[src/rtl/controle_jogo_pkg.sv]
// Shared definitions for the battleship-style game controller:
// board geometry, state encoding and small helpers on the 35-cell map.
package controle_jogo_pkg;

  localparam int LINHAS  = 5;
  localparam int COLUNAS = 7;
  localparam int CELULAS = 35;

  typedef enum logic [1:0] {
    PREPARACAO = 2'd0,
    JOGANDO    = 2'd1,
    VITORIA    = 2'd2,
    DERROTA    = 2'd3
  } estado_t;

  // Number of targets (ones) in a candidate map.
  function automatic logic [5:0] contar_alvos(input logic [CELULAS-1:0] mapa);
    logic [5:0] soma;
    soma = '0;
    for (int i = 0; i < CELULAS; i++) begin
      soma = soma + {5'd0, mapa[i]};
    end
    return soma;
  endfunction

  // Flat bit index of cell (l,c): l*7 + c.
  function automatic logic [5:0] indice_celula(input logic [2:0] l, input logic [2:0] c);
    return 6'(l) * 6'(COLUNAS) + 6'(c);
  endfunction

endpackage

[src/rtl/controle_jogo_detector_borda.sv]
// Rising-edge detector for the raw confirm button level.
// The registered copy is cleared on reset, so a level already high when
// reset releases counts as an edge. An edge always needs one low sample
// before the next one, so edges can never appear in consecutive cycles.
module detector_borda (
  input  logic clock,
  input  logic reset,
  input  logic sinal,
  output logic borda
);

  logic sinal_q, sinal_d;

  // Next value of the registered copy is simply the current level.
  always_comb begin
    sinal_d = sinal;
  end

  // Registered copy of the button level.
  always_ff @(posedge clock) begin
    if (reset) sinal_q <= 1'b0;
    else       sinal_q <= sinal_d;
  end

  assign borda = sinal & ~sinal_q;

endmodule

[src/rtl/controle_jogo.sv]
// Game controller: loads a target map, judges shots and tracks hits/lives.
// Optional build macro TEMPO_JOGADA_EN adds a per-shot timeout that counts
// as a miss after TEMPO_LIMITE cycles without an accepted shot.
module controle_jogo
  import controle_jogo_pkg::*;
#(
  parameter int MAX_VIDAS    = 5,
  parameter int TEMPO_LIMITE = 50_000_000
) (
  input  logic                clock,
  input  logic                reset,
  input  logic                confirmar,
  input  logic [2:0]          linha,
  input  logic [2:0]          coluna,
  input  logic [CELULAS-1:0]  mapa_in,
  output logic                enable_sel,
  output logic                carregar,
  output logic                acerto,
  output logic                erro,
  output logic                repetido,
  output logic                invalido,
  output logic [1:0]          estado,
  output logic [5:0]          acertos,
  output logic [5:0]          total_alvos,
  output logic [3:0]          vidas
);

  if (MAX_VIDAS < 1 || MAX_VIDAS > 15 || TEMPO_LIMITE < 2) begin : g_param_invalido
    $error("controle_jogo: MAX_VIDAS must be 1..15 and TEMPO_LIMITE at least 2");
  end

  estado_t             estado_q, estado_d;
  logic [CELULAS-1:0]  mapa_q, mapa_d;
  logic [CELULAS-1:0]  mascara_q, mascara_d;
  logic [5:0]          acertos_q, acertos_d;
  logic [5:0]          total_q, total_d;
  logic [3:0]          vidas_q, vidas_d;
  logic                carregar_q, carregar_d;
  logic                acerto_q, acerto_d;
  logic                erro_q, erro_d;
  logic                repetido_q, repetido_d;
  logic                invalido_q, invalido_d;

  logic                borda;
  logic                coord_valida;
  logic [5:0]          indice;
  logic [CELULAS-1:0]  bit_tiro;
  logic                ja_atirado;
  logic                eh_alvo;
  logic [5:0]          alvos_mapa;
  logic                tempo_esgotado;

  detector_borda u_borda (
    .clock (clock),
    .reset (reset),
    .sinal (confirmar),
    .borda (borda)
  );

  // Decode the shot coordinates into a one-hot cell and look it up.
  always_comb begin
    coord_valida = (linha < 3'(LINHAS)) && (coluna < 3'(COLUNAS));
    indice       = indice_celula(linha, coluna);
    bit_tiro     = coord_valida ? (CELULAS'(1) << indice) : '0;
    ja_atirado   = |(mascara_q & bit_tiro);
    eh_alvo      = |(mapa_q & bit_tiro);
    alvos_mapa   = contar_alvos(mapa_in);
  end

`ifdef TEMPO_JOGADA_EN
  localparam int TEMPO_W = (TEMPO_LIMITE > 2) ? $clog2(TEMPO_LIMITE) : 1;
  localparam logic [TEMPO_W-1:0] TEMPO_FIM = TEMPO_W'(TEMPO_LIMITE - 1);

  logic [TEMPO_W-1:0] tempo_q, tempo_d;
  logic               tiro_aceito;

  // A valid coordinate in JOGANDO always yields acerto, erro or repetido;
  // an edge on the last cycle wins over the timeout.
  always_comb begin
    tiro_aceito    = borda && (estado_q == JOGANDO) && coord_valida;
    tempo_esgotado = (estado_q == JOGANDO) && (tempo_q == TEMPO_FIM) && !borda;
    tempo_d        = tempo_q + TEMPO_W'(1);
    if (estado_q != JOGANDO || tiro_aceito || tempo_q == TEMPO_FIM) begin
      tempo_d = '0;
    end
  end

  // Shot timer register.
  always_ff @(posedge clock) begin
    if (reset) tempo_q <= '0;
    else       tempo_q <= tempo_d;
  end
`else
  assign tempo_esgotado = 1'b0;
`endif

  // Next-state and counter logic; result pulses default low every cycle.
  always_comb begin
    estado_d   = estado_q;
    mapa_d     = mapa_q;
    mascara_d  = mascara_q;
    acertos_d  = acertos_q;
    total_d    = total_q;
    vidas_d    = vidas_q;
    carregar_d = 1'b0;
    acerto_d   = 1'b0;
    erro_d     = 1'b0;
    repetido_d = 1'b0;
    invalido_d = 1'b0;

    case (estado_q)
      PREPARACAO: begin
        if (borda) begin
          if (alvos_mapa == 6'd0) begin
            invalido_d = 1'b1;
          end else begin
            mapa_d     = mapa_in;
            carregar_d = 1'b1;
            total_d    = alvos_mapa;
            vidas_d    = 4'(MAX_VIDAS);
            acertos_d  = '0;
            mascara_d  = '0;
            estado_d   = JOGANDO;
          end
        end
      end

      JOGANDO: begin
        if (borda) begin
          if (!coord_valida) begin
            invalido_d = 1'b1;
          end else if (ja_atirado) begin
            repetido_d = 1'b1;
          end else begin
            mascara_d = mascara_q | bit_tiro;
            if (eh_alvo) begin
              acerto_d  = 1'b1;
              acertos_d = acertos_q + 6'd1;
              if (acertos_q + 6'd1 == total_q) estado_d = VITORIA;
            end else begin
              erro_d  = 1'b1;
              vidas_d = vidas_q - 4'd1;
              if (vidas_q == 4'd1) estado_d = DERROTA;
            end
          end
        end else if (tempo_esgotado) begin
          erro_d  = 1'b1;
          vidas_d = vidas_q - 4'd1;
          if (vidas_q == 4'd1) estado_d = DERROTA;
        end
      end

      // VITORIA / DERROTA: counters stay visible until the next commit.
      default: begin
        if (borda) estado_d = PREPARACAO;
      end
    endcase
  end

  // Game state, map, shot mask, counters and registered result pulses.
  always_ff @(posedge clock) begin
    if (reset) begin
      estado_q   <= PREPARACAO;
      mapa_q     <= '0;
      mascara_q  <= '0;
      acertos_q  <= '0;
      total_q    <= '0;
      vidas_q    <= 4'(MAX_VIDAS);
      carregar_q <= 1'b0;
      acerto_q   <= 1'b0;
      erro_q     <= 1'b0;
      repetido_q <= 1'b0;
      invalido_q <= 1'b0;
    end else begin
      estado_q   <= estado_d;
      mapa_q     <= mapa_d;
      mascara_q  <= mascara_d;
      acertos_q  <= acertos_d;
      total_q    <= total_d;
      vidas_q    <= vidas_d;
      carregar_q <= carregar_d;
      acerto_q   <= acerto_d;
      erro_q     <= erro_d;
      repetido_q <= repetido_d;
      invalido_q <= invalido_d;
    end
  end

  assign enable_sel  = (estado_q == PREPARACAO);
  assign carregar    = carregar_q;
  assign acerto      = acerto_q;
  assign erro        = erro_q;
  assign repetido    = repetido_q;
  assign invalido    = invalido_q;
  assign estado      = estado_q;
  assign acertos     = acertos_q;
  assign total_alvos = total_q;
  assign vidas       = vidas_q;

endmodule

[config.mk]
export PLATFORM = sky130hd
export DESIGN_NAME = controle_jogo
export DESIGN_NICKNAME = d
export VERILOG_FILES = /design/src/rtl/controle_jogo_pkg.sv /design/src/rtl/controle_jogo_detector_borda.sv /design/src/rtl/controle_jogo.sv
export SDC_FILE = /design/constraint.sdc
export NUM_CORES = 1
export LEC_CHECK = 0
export BUFFER_PORTS_ARGS = -buffer_cell sky130_fd_sc_hd__buf_2
export CAP_MARGIN = 20
export CORE_MARGIN = 2
export CORE_UTILIZATION = 39
export CTS_CLUSTER_DIAMETER = 40
export CTS_CLUSTER_SIZE = 28
export DETAILED_ROUTE_END_ITERATION = 12
export PLACE_DENSITY = 0.61
export SLEW_MARGIN = 5
export SYNTH_ARGS = -nofsm -noshare
export SYNTH_HDL_FRONTEND = slang
export SYNTH_SLANG_ARGS = --single-unit
[constraint.sdc]
create_clock -name clock -period 8.85 [get_ports clock]
set_input_delay 0.4425 -clock clock [delete_from_list [all_inputs] [get_ports clock]]
set_output_delay 0.4425 -clock clock [all_outputs]
set_load 0.05 [all_outputs]
[Yosys cells after proc, flatten, opt, wreduce, memory -nomap -nowiden]
Index checks and enable logic that the tools add are counted.
Word-level totals
  bits in registers: 94
  input bits: 44
  output and inout port bits: 24
  word-level logic and storage cells: 129
Operators by class
  $add $sub $neg: 37
  multipliers: 1
  magnitude comparators: 2
  eq/ne operators: 12
  shift operators: 1
  mux-type cells: 40
  bitwise logic cells: 10
  reduce and logical (&&, ||, !) cells: 14
Operators with widths (count)
  2-to-1 mux 35 bit: 6
  adder 6 x 1 -> 6 bit: 29
  AND 35 bit: 2
  case mux 35 bit (2 select lines): 1
  OR reduction 35 bit: 2
  OR reduction 39 bit: 1
  2-to-1 mux 6 bit: 6
  OR 35 bit: 1
  << shifter 1 x 6 -> 35 bit (first input constant): 1
  2-to-1 mux 4 bit: 6
  2-to-1 mux 2 bit: 9
  AND reduction 7 bit: 2
  != test 2 bit (second input constant): 6
  case mux 6 bit (2 select lines): 1
  AND reduction 6 bit: 2
  2-to-1 mux 1 bit: 8
  case mux 4 bit (2 select lines): 1
  adder 5 x 1 -> 6 bit: 1
  adder 6 x 1 -> 6 bit (second input constant): 1
  adder 6 x 3 -> 6 bit: 1
  equality test 6 bit: 1
  zero test 6 bit: 1
  less-than comparator 3 bit (second input constant): 2
  multiplier 3 x 3 -> 6 bit (second input constant): 1
  other kinds (19): 25

[Logic depth before layout (Yosys ltp)]
Gate-level depths: netlist of run 1.
  depth after elaboration: 38
  mapped depth: 22
  gate-level depth less buffers: 21

[By module]
A second synthesis of run 1 with hierarchy kept.
Second synthesis, totals
  cell total of the unflattened synthesis: 652
  area total of the unflattened synthesis: 5735.5 µm²
By module, submodules not included
  controle_jogo: times used 1, cells an instance 649, area each 5688.0 µm², seq. area each 1861.8 µm²
  detector_borda: times used 1, cells an instance 3, area each 47.5 µm², seq. area each 20.0 µm²

[Worst setup path after synthesis of run 1]
No wires, ideal clock.
  path kind: input to register
  start point: input port mapa_in[11]
  end point: register vidas_q[3] (netlist: vidas[3])
  library setup time: 0.064 ns
  arrival time: 6.304 ns
  data required time: 8.786 ns
  path slack: 2.482 ns
  stages on the path: 22
  path buffers: 1
  cells stage by stage: inv_1 -> fa_1 -> inv_1 -> fa_1 -> inv_1 -> fa_1 -> fa_1 -> fa_1 -> fa_1 -> inv_1 -> fa_1 -> inv_1 -> fa_1 -> nor2b_1 -> o21a_1 -> or3_1 -> a2111oi_0 -> nor2_1 -> nand2_1 -> clkbuf_1 -> nand4_1 -> nand3_1
On the way
  longest elaborated chain between the ends: 27
RTL lines
  start, declared: line controle_jogo.sv:15  | input logic [CELULAS-1:0] mapa_in,
  adder 6 x 1 -> 6 bit (24 in a row): line controle_jogo_pkg.sv:21  | soma = soma + {5'd0, mapa[i]};
  zero test 6 bit: line controle_jogo.sv:114  | if (alvos_mapa == 6'd0) begin
  != test 2 bit (no line)
  AND reduction 7 bit (no line)
  end signal, assigned: line controle_jogo.sv:168  | vidas_q <= 4'(MAX_VIDAS);
  end signal, assigned: line controle_jogo.sv:180  | vidas_q <= vidas_d;
  end, declared: line controle_jogo.sv:37  | logic [3:0] vidas_q, vidas_d;
Every way passes these cells.
A chain may end at the register's enable or synchronous reset.

[Final worst setup path of run 1]
  start point: input port mapa_in[11]
  end point: register acertos_q[4] (netlist: acertos[4])
On the way
  longest elaborated chain between the ends: 27
RTL lines
  adder 6 x 1 -> 6 bit (24 in a row): line controle_jogo_pkg.sv:21
  zero test 6 bit: line controle_jogo.sv:114
  != test 2 bit (no line)
  AND reduction 7 bit (no line)
  end signal, assigned: line controle_jogo.sv:178  | acertos_q <= acertos_d;
  end, declared: line controle_jogo.sv:35  | logic [5:0] acertos_q, acertos_d;
Every way passes these cells.

==> flow_summary.html, run 1 <==
<table>
<tr><th>Metric</th><th>Value</th></tr>
<tr><th colspan="2">Run status</th></tr>
<tr><td>Result of the run</td><td>finished, final reports clean</td></tr>
<tr><th colspan="2">Final layout</th></tr>
<tr><td>Commonest cells after routing, fill and taps aside</td><td>96 x sky130_fd_sc_hd__nand2_1, 94 x sky130_fd_sc_hd__dfxtp_1, 73 x sky130_fd_sc_hd__inv_1, 67 x sky130_fd_sc_hd__buf_2, 58 x sky130_fd_sc_hd__nor2_1</td></tr>
<tr><td>Number of nets in the layout</td><td>880</td></tr>
<tr><td>Antenna Cells</td><td>0</td></tr>
<tr><td>Ratio of cells with drive above 1 in the final layout</td><td>0.149</td></tr>
<tr><td>Area overhead of the layout relative to synthesis</td><td>14.0%</td></tr>
<tr><td>Leading cell type in the layout, fill and taps excluded</td><td>sky130_fd_sc_hd__nand2_1</td></tr>
<tr><td>Area of combinational cells with multiple inputs</td><td>0.00380 sq mm</td></tr>
<tr><td>Sequential Area</td><td>0.00188 sq mm</td></tr>
<tr><td>Fill count</td><td>1,543</td></tr>
<tr><th colspan="2">Power and ir drop</th></tr>
<tr><td>Static Leakage</td><td>0.00293 uW</td></tr>
<tr><td>Sequential group share of total power</td><td>0.254</td></tr>
<tr><td>Total power density per cell area</td><td>292 mW/mm^2</td></tr>
<tr><td>Combinational power share</td><td>0.538</td></tr>
<tr><td>Net switching power</td><td>910 uW</td></tr>
<tr><td>Sw frac</td><td>0.446</td></tr>
<tr><td>Clock power share</td><td>0.208</td></tr>
<tr><td>Internal power consumption</td><td>1130 uW</td></tr>
<tr><td>Overall power after layout</td><td>2040 uW</td></tr>
<tr><td>IR Drop Worst-Case VDD</td><td>253 uV</td></tr>
<tr><th colspan="2">Clock network</th></tr>
<tr><td>Clock buffers created by TritonCTS</td><td>9</td></tr>
<tr><td>H-tree levels</td><td>3</td></tr>
<tr><td>Clock-pin slew of the registers on the worst-case setup and hold paths</td><td>60 ps</td></tr>
<tr><td>Count of clock tree sinks</td><td>94</td></tr>
<tr><td>TritonCTS clock tree</td><td>done</td></tr>
<tr><td>Insertion delay to the later sink of the worst-skew pair</td><td>360 ps</td></tr>
<tr><td>CTS-repair resized insts</td><td>0</td></tr>
<tr><td>Longest Clk Path Bufs</td><td>2</td></tr>
<tr><td>Root buffer cell</td><td>sky130_fd_sc_hd__clkbuf_16</td></tr>
<tr><td># hold bufs at CTS</td><td>0</td></tr>
<tr><td>Number of buffers inserted by post-CTS setup repair</td><td>0</td></tr>
<tr><th colspan="2">Timing</th></tr>
<tr><td>Unrepaired setup endpoints after global routing</td><td>false</td></tr>
<tr><td>Hold violation total from the final report</td><td>0</td></tr>
<tr><td>Final setup vio count</td><td>0</td></tr>
<tr><td>Final clock skew</td><td>9.54 ps</td></tr>
<tr><td>Slew headroom</td><td>0.249</td></tr>
<tr><td>Final hold slack</td><td>311 ps</td></tr>
<tr><td>Final clock period utilization by the worst path</td><td>0.766</td></tr>
<tr><td>Max-slew violations</td><td>0</td></tr>
<tr><td>Time the worst path needs with I/O delays and setup</td><td>6780 ps</td></tr>
<tr><td>Final-layout setup total negative slack</td><td>0 ps</td></tr>
<tr><td>Highest Clock Rate</td><td>148 MHz</td></tr>
<tr><td>Transition time at the pin with the least slew margin</td><td>1120 ps</td></tr>
<tr><td>Worst path setup slack after routing</td><td>2070 ps</td></tr>
<tr><th colspan="2">Critical path</th></tr>
<tr><td>Element type at the critical path end</td><td>register</td></tr>
<tr><td>Worst-path fanout max</td><td>44</td></tr>
<tr><td>Required time at the worst-slack endpoint</td><td>9110 ps</td></tr>
<tr><td>CP arrival</td><td>7040 ps</td></tr>
<tr><td>Launching element type of the critical path</td><td>input pin</td></tr>
<tr><td>Classification of the worst setup path</td><td>input pin to register</td></tr>
<tr><th colspan="2">Floorplanning</th></tr>
<tr><td>I/O pin cnt</td><td>68</td></tr>
<tr><td>Die height</td><td>129 um</td></tr>
<tr><td>Initial Utilization</td><td>0.402</td></tr>
<tr><td>Die width</td><td>129 um</td></tr>
<tr><td>Area of the die</td><td>0.0167 sq mm</td></tr>
<tr><td>Row Count</td><td>45</td></tr>
<tr><td>Core ar.</td><td>0.0153 sq mm</td></tr>
<tr><th colspan="2">Routing</th></tr>
<tr><td>Count of nets left with antenna violations after detail routing</td><td>0</td></tr>
<tr><td>Remaining routing DRC violations</td><td>0</td></tr>
<tr><td>Vias per inst</td><td>5.79</td></tr>
<tr><td>Via total after detailed routing</td><td>5,799</td></tr>
<tr><td>Routed WL per cell</td><td>19.1 um</td></tr>
<tr><td>DRT Wirelength</td><td>19.1 mm</td></tr>
<tr><td>Drt pass-1 iters</td><td>5</td></tr>
<tr><td>Number of DRC violations after detailed-routing iteration 0</td><td>544</td></tr>
<tr><th colspan="2">Global route</th></tr>
<tr><td>First-pass GRT wire length</td><td>31.0 mm</td></tr>
<tr><td>Total congestion overflow</td><td>0</td></tr>
<tr><td>Global Route Usage Sum</td><td>0.240</td></tr>
<tr><td>Largest net degree at the start of global routing</td><td>57</td></tr>
<tr><td>Initial antenna violation count</td><td>0</td></tr>
<tr><td>Via count of the first global-routing pass</td><td>5,723</td></tr>
<tr><th colspan="2">Synthesis</th></tr>
<tr><td>Number of distinct library cells after synthesis</td><td>74</td></tr>
<tr><td>Number of standard cells after synthesis</td><td>736</td></tr>
<tr><td>Post-synthesis sequential element count</td><td>94</td></tr>
<tr><td>Nets in the synthesized netlist</td><td>831</td></tr>
<tr><td>Top flip-flop cell by instance count after synthesis</td><td>sky130_fd_sc_hd__dfxtp_1</td></tr>
<tr><td>Sequential cell area fraction in the yosys report</td><td>0.307</td></tr>
<tr><td>Async set or reset register ratio after synthesis</td><td>0</td></tr>
<tr><td>Number of enable-type register cells in the synthesized netlist</td><td>0</td></tr>
<tr><td>Netlist area before placement</td><td>0.00613 sq mm</td></tr>
<tr><td>Proportion of netlist area held by the largest area contributor</td><td>0.307</td></tr>
<tr><td>Leading area contributor after synthesis</td><td>sky130_fd_sc_hd__dfxtp_1</td></tr>
<tr><td>Mapped Avg Cell Area</td><td>8.33 sq um</td></tr>
<tr><td>Number of warnings printed during yosys synthesis</td><td>0</td></tr>
<tr><td>Dominant cells by area after synthesis</td><td>sky130_fd_sc_hd__dfxtp_1 31%, sky130_fd_sc_hd__fa_1 10%, sky130_fd_sc_hd__nand2_1 5.9%</td></tr>
<tr><th colspan="2">Min path</th></tr>
<tr><td>Type of the worst min-delay path</td><td>input pin to register</td></tr>
<tr><th colspan="2">Placed design</th></tr>
<tr><td>Weighted congestion reported at the end of routability-driven placement</td><td>0.975</td></tr>
<tr><td>Half-perimeter wire length of the detailed placement result</td><td>14.1 mm</td></tr>
<tr><td>Port buffer count</td><td>67</td></tr>
<tr><td>Worst Setup Slack post-DPL</td><td>1700 ps</td></tr>
<tr><th colspan="2">Flow run</th></tr>
<tr><td>Number of max-cap violations</td><td>0</td></tr>
</table>
[state kept, by name, summed over array words and instances (netlist names)]
name,count
acerto,1
acertos,6
carregar,1
erro,1
estado,2
invalido,1
mapa_q,35
mascara_q,35
repetido,1
total_alvos,6
u_borda.sinal_q,1
vidas,4
[path summary, 6_finish.rpt]
path | startpoint | endpoint | slack [ps] | cells after the start
worst min-delay path | confirmar | u_borda.sinal_q$_SDFF_PP0_ | 310 | 2
worst max-delay path | mapa_in[11] | acertos[4]$_SDFFE_PP0P_ | 2070 | 25
worst min register to register | mascara_q[8]$_SDFFE_PP0P_ | mascara_q[8]$_SDFFE_PP0P_ | 450 | 2
worst max register to register | mascara_q[31]$_SDFFE_PP0P_ | vidas[2]$_SDFFE_PP1P_ | 5940 | 9
[routing by layer]
layer	global-route usage	up-vias	routed length (um)
li1	-	2745	-
met1	0.328	2784	8490
met2	0.378	230	8890
met3	0.0388	40	1120
met4	0.102	0	577
met5	0	-	0
[final cells by class]
class	count	area share
Timing Repair Buffer	79	0.0637
Multi-Input combinational cell	527	0.544
Clock buffer	9	0.0322
Clock inverter	7	0.0136
Sequential cell	94	0.269
Inverter	74	0.0397
Tap cell	211	0.0378
[critical path, cell delays in order]
cell,delay (ps)
sky130_fd_sc_hd__buf_2,100
sky130_fd_sc_hd__inv_1,60
sky130_fd_sc_hd__fa_1,550
sky130_fd_sc_hd__inv_1,50
sky130_fd_sc_hd__fa_1,480
sky130_fd_sc_hd__inv_1,50
sky130_fd_sc_hd__fa_1,470
sky130_fd_sc_hd__fa_1,540
sky130_fd_sc_hd__fa_1,440
sky130_fd_sc_hd__fa_1,490
sky130_fd_sc_hd__inv_1,50
sky130_fd_sc_hd__fa_1,390
sky130_fd_sc_hd__inv_1,80
sky130_fd_sc_hd__fa_1,200
sky130_fd_sc_hd__nor2b_1,60
sky130_fd_sc_hd__o21a_1,170
sky130_fd_sc_hd__or3_1,320
sky130_fd_sc_hd__a2111oi_0,440
sky130_fd_sc_hd__buf_4,220
sky130_fd_sc_hd__nor2_2,40
sky130_fd_sc_hd__buf_4,250
sky130_fd_sc_hd__nand2_1,140
sky130_fd_sc_hd__buf_4,410
sky130_fd_sc_hd__o21ai_0,310
sky130_fd_sc_hd__o32ai_1,270
[power groups by stage]
stage          Combinational (uW)  Sequential (uW)  Clock (uW)
6_report                     1100              518         424
5_1_grt                      1240              524         445
4_1_cts                      1090              517         429
3_5_place_dp                 1080              526           0
3_3_place_gp                 1040              524           0
2_1_floorplan                 774              550           0
[Yosys cell counts, drive strengths merged, types with 2 or more instances]
cell,n
mux2,4
fa,31
clkbuf,28
nor4,8
nand4,16
o21ai,7
a31o,2
or4,4
a22oi,7
o32ai,3
nor3,25
nand2,97
o211a,3
a21o,6
a211oi,7
o211ai,14
a32oi,5
a211o,2
buf,13
mux2i,12
o2111ai,2
nand4b,2
a311oi,3
o22ai,2
a21oi,57
and4,2
ha,20
dfxtp,94
xor2,5
o2bb2ai,3
nand2b,4
a31oi,5
inv,73
a2111oi,6
nor2b,9
xnor2,9
nand3b,2
nand3,19
nor2,59
a32o,4
a41oi,31
and3,10
[kinds of logic after synthesis]
logic type	after synthesis	share of synthesized area
multiplexers	16	0.0269
AND/OR/NAND/NOR	266	0.208
flip-flops	94	0.307
adder cells (fa/ha/maj)	51	0.142
buffers and inverters	115	0.0775
AO/OA/AOI/OAI	180	0.215
XOR/XNOR	14	0.0243
[stage by stage]
stage,area [sq um],util,instances
floorplan,6130,-,736
CTS,6960,0.456,999
detailed placement,6640,0.435,983
finish,6990,0.458,1001
global route,6990,0.458,1001
global placement,6640,0.435,983
(Power assumes the default switching activity.)
==> inputs of run 2 (changes only) <==
--- a/config.mk
+++ b/config.mk
@@ -12,7 +12,7 @@
 export CTS_CLUSTER_DIAMETER = 40
 export CTS_CLUSTER_SIZE = 28
 export DETAILED_ROUTE_END_ITERATION = 12
-export PLACE_DENSITY = 0.61
+export PLACE_DENSITY = 0.63
 export SLEW_MARGIN = 5
 export SYNTH_ARGS = -nofsm -noshare
 export SYNTH_HDL_FRONTEND = slang
==> constraint.sdc (replaced) <==
create_clock -name clock -period 5.6 [get_ports clock]
set_input_delay 0.28 -clock clock [delete_from_list [all_inputs] [get_ports clock]]
set_output_delay 0.28 -clock clock [all_outputs]
set_load 0.05 [all_outputs]
==> run 2 against run 1 <==
  * Cell area increased by 7.3%
  * Combinational power up 110%
  * Count of clock-buffer cells in the layout increased by 1
  * Worst setup slack got worse by 2000 ps
  * Cell count rose by 3.9%
  * Clock skew up 3.2 ps
  * Routed wire length decreased by 3.3%
  * Critical path depth fell by 3
  * Global-route usage is 1.3 points lower
  * Core utilization up 3.3 points
  * Critical path type unchanged
  * Largest power group unchanged
==> flow_summary.html, run 2 (synthesis gave the netlist of run 1 again) <==
<table>
<tr><th>Metric</th><th>Value</th></tr>
<tr><th colspan="2">Placed design</th></tr>
<tr><td>Cell Count Post-Placement</td><td>1,019 (+3.7%)</td></tr>
<tr><td>Port buffer count</td><td>67 (unchanged)</td></tr>
<tr><td>Weighted congestion reported at the end of routability-driven placement</td><td>0.928 (-4.8%)</td></tr>
<tr><td>Half-perimeter wire length of the detailed placement result</td><td>13.6 mm (-3.4%)</td></tr>
<tr><th colspan="2">Floorplanning</th></tr>
<tr><td>Core ar.</td><td>0.0153 sq mm (unchanged)</td></tr>
<tr><td>Row Count</td><td>45 (unchanged)</td></tr>
<tr><td>Die height</td><td>129 um (unchanged)</td></tr>
<tr><td>Area of the die</td><td>0.0167 sq mm (unchanged)</td></tr>
<tr><td>Initial Utilization</td><td>0.402 (unchanged)</td></tr>
<tr><td>Die width</td><td>129 um (unchanged)</td></tr>
<tr><td>I/O pin cnt</td><td>68 (unchanged)</td></tr>
<tr><th colspan="2">Timing</th></tr>
<tr><td>Slew headroom</td><td>0.231 (-0.0178)</td></tr>
<tr><td>Unrepaired setup endpoints after global routing</td><td>true</td></tr>
<tr><td>Transition time at the pin with the least slew margin</td><td>1140 ps (+22.1 ps)</td></tr>
<tr><td>Final setup vio count</td><td>0 (unchanged)</td></tr>
<tr><td>Max-slew violations</td><td>0 (unchanged)</td></tr>
<tr><td>Final clock period utilization by the worst path</td><td>0.980</td></tr>
<tr><td>Hold violation total from the final report</td><td>0 (unchanged)</td></tr>
<tr><td>Highest Clock Rate</td><td>182 MHz</td></tr>
<tr><td>Time the worst path needs with I/O delays and setup</td><td>5490 ps</td></tr>
<tr><td>Final clock skew</td><td>12.8 ps (+3.24 ps)</td></tr>
<tr><th colspan="2">Final layout</th></tr>
<tr><td>Area overhead of the layout relative to synthesis</td><td>22.3%</td></tr>
<tr><td>Largest registers</td><td>mapa_q x35, mascara_q x35</td></tr>
<tr><td>Commonest cells after routing, fill and taps aside</td><td>94 x sky130_fd_sc_hd__dfxtp_1, 92 x sky130_fd_sc_hd__nand2_1, 68 x sky130_fd_sc_hd__inv_1, 64 x sky130_fd_sc_hd__buf_2</td></tr>
<tr><td>Number of nets in the layout</td><td>919 (+4.4%)</td></tr>
<tr><td>Non-filler instance count after layout</td><td>1,040 (+3.9%)</td></tr>
<tr><td>Leading cell type in the layout, fill and taps excluded</td><td>sky130_fd_sc_hd__dfxtp_1</td></tr>
<tr><td>Ratio of cells with drive above 1 in the final layout</td><td>0.221 (+0.0714)</td></tr>
<tr><td>End-of-flow core utilization</td><td>0.492 (+0.0335)</td></tr>
<tr><td>Antenna Cells</td><td>0 (unchanged)</td></tr>
<tr><th colspan="2">Critical path</th></tr>
<tr><td>Classification of the worst setup path</td><td>input pin to register</td></tr>
<tr><td>CP arrival</td><td>5750 ps (-1290 ps)</td></tr>
<tr><td>Element type at the critical path end</td><td>register</td></tr>
<tr><td>Launching element type of the critical path</td><td>input pin</td></tr>
<tr><td>Worst setup startpoint</td><td>mapa_in[17]</td></tr>
<tr><td>Required time at the worst-slack endpoint</td><td>5860 ps (-3250 ps)</td></tr>
<tr><td>Register-to-register setup slack</td><td>2840 ps (-3100 ps)</td></tr>
<tr><td>Worst-path fanout max</td><td>4 (-91%)</td></tr>
<tr><td>Launch instance of the worst register-to-register path</td><td>estado[0]$_SDFFE_PP0P_</td></tr>
<tr><th colspan="2">Global route</th></tr>
<tr><td>Global Route Usage Sum</td><td>0.227 (-0.0129)</td></tr>
<tr><td>Largest net degree at the start of global routing</td><td>57 (unchanged)</td></tr>
<tr><td>Total congestion overflow</td><td>0 (unchanged)</td></tr>
<tr><td>First-pass GRT wire length</td><td>29.6 mm (-4.4%)</td></tr>
<tr><td>Initial antenna violation count</td><td>0 (unchanged)</td></tr>
<tr><td>Via count of the first global-routing pass</td><td>5,587 (-2.4%)</td></tr>
<tr><th colspan="2">Clock network</th></tr>
<tr><td>Insertion delay to the later sink of the worst-skew pair</td><td>360 ps (about the same)</td></tr>
<tr><td># hold bufs at CTS</td><td>0 (unchanged)</td></tr>
<tr><td>Count of clock tree sinks</td><td>94 (unchanged)</td></tr>
<tr><td>Clock buffers created by TritonCTS</td><td>9 (unchanged)</td></tr>
<tr><td>TritonCTS clock tree</td><td>done</td></tr>
<tr><td>Root buffer cell</td><td>sky130_fd_sc_hd__clkbuf_16</td></tr>
<tr><td>H-tree levels</td><td>3 (unchanged)</td></tr>
<tr><td>Clock-pin slew of the registers on the worst-case setup and hold paths</td><td>70 ps (about the same)</td></tr>
<tr><td>Longest Clk Path Bufs</td><td>2 (unchanged)</td></tr>
<tr><th colspan="2">Run status</th></tr>
<tr><td>Result of the run</td><td>finished, final reports clean</td></tr>
<tr><th colspan="2">Routing</th></tr>
<tr><td>Via total after detailed routing</td><td>5,830 (+0.53%)</td></tr>
<tr><td>Number of DRC violations after detailed-routing iteration 0</td><td>465 (-15%)</td></tr>
<tr><td>Remaining routing DRC violations</td><td>0 (unchanged)</td></tr>
<tr><td>Drt pass-1 iters</td><td>5 (unchanged)</td></tr>
<tr><td>Routed WL per cell</td><td>17.7 um (-6.9%)</td></tr>
<tr><td>Vias per inst</td><td>5.61 (-3.2%)</td></tr>
<tr><td>DRT Wirelength</td><td>18.5 mm (-3.3%)</td></tr>
<tr><td>Count of nets left with antenna violations after detail routing</td><td>0 (unchanged)</td></tr>
<tr><th colspan="2">Min path</th></tr>
<tr><td>Type of the worst min-delay path</td><td>input pin to register</td></tr>
<tr><td>Launch point of the worst hold path</td><td>confirmar</td></tr>
<tr><th colspan="2">Power and ir drop</th></tr>
<tr><td>Total power density per cell area</td><td>506 mW/mm^2 (+73%)</td></tr>
<tr><td>Static Leakage</td><td>0.00316 uW (+7.8%)</td></tr>
<tr><td>IR Drop Worst-Case VDD</td><td>802 uV (+220%)</td></tr>
<tr><th colspan="2">Flow run</th></tr>
<tr><td>Number of max-cap violations</td><td>0 (unchanged)</td></tr>
</table>
## run 2: worst max-delay path, stage by stage
cell and delay, ps:
sky130_fd_sc_hd__buf_6 100, sky130_fd_sc_hd__fa_1 530, sky130_fd_sc_hd__inv_1 50, sky130_fd_sc_hd__fa_2 520
sky130_fd_sc_hd__fa_2 460, sky130_fd_sc_hd__fa_1 530, sky130_fd_sc_hd__fa_1 420, sky130_fd_sc_hd__fa_1 500
sky130_fd_sc_hd__inv_1 60, sky130_fd_sc_hd__fa_2 340, sky130_fd_sc_hd__inv_2 60, sky130_fd_sc_hd__fa_2 190
sky130_fd_sc_hd__nor2b_1 40, sky130_fd_sc_hd__o21a_1 180, sky130_fd_sc_hd__or3_4 350, sky130_fd_sc_hd__a2111oi_4 340
sky130_fd_sc_hd__buf_4 190, sky130_fd_sc_hd__buf_6 100, sky130_fd_sc_hd__nor3_2 30, sky130_fd_sc_hd__nand4_1 140
sky130_fd_sc_hd__o21ai_4 110, sky130_fd_sc_hd__o32ai_2 210
## run 2: final timing paths
| path | end | depth (start not counted) |
|---|---|---|
| hold reg to reg | mapa_q[28]$_SDFFE_PP0P_ | 2 |
| setup / recovery | acertos[4]$_SDFFE_PP0P_ | 22 |
| setup reg to reg | acertos[1]$_SDFFE_PP0P_ | 5 |
| hold / removal | u_borda.sinal_q$_SDFF_PP0_ | 2 |
## run 2: area by class of cell
cell class              instances  area [sq um]
multi-input cells             527          3920
clock buffers                  10           229
repair buffers                118           866
fillers                      1514          7760
flip-flops and latches         94          1880
clock inverters                 6          67.6
inverters                      74           278
well taps                     211           264
## run 2: report_power, final
group / switching (uW) / internal (uW)
Clock: 273 / 349
Combinational: 1280 / 1070
Sequential: 67.5 / 753
## run 2: layer usage
metal | routed length [um] | part of all wire | vias up | GRT usage
met4 | 453 | 0.025 | 0 | 0.0882
li1 | - | - | 2815 | -
met2 | 8470 | 0.46 | 216 | 0.362
met5 | 0 | 0 | - | 0
met1 | 8290 | 0.45 | 2755 | 0.309
met3 | 1240 | 0.067 | 44 | 0.0384
## run 2: what timing repair did
item                       CTS  global route
gates resized for setup      2            32
buffers inserted             2             2
cloned                       0             1
setup endpoints to repair    2            88
pin swaps                    2             9
## run 2: through the flow
| step | instance area [sq um] | TNS, ps | setup WS, ps | total power, uW | hold WS (ps) |
|---|---|---|---|---|---|
| after floorplan | 6230 | 0 | 8.40 | 2230 | 408 |
| after global placement | 7030 | -21700 | -330 | 2940 | 439 |
| after detailed placement | 7030 | -26400 | -424 | 2940 | 445 |
| after CTS | 7360 | -2.44 | -2.44 | 3600 | 144 |
| after global routing | 7500 | -3290 | -81.1 | 4070 | 154 |
| final | 7500 | 0 | 114 | 3790 | 151 |
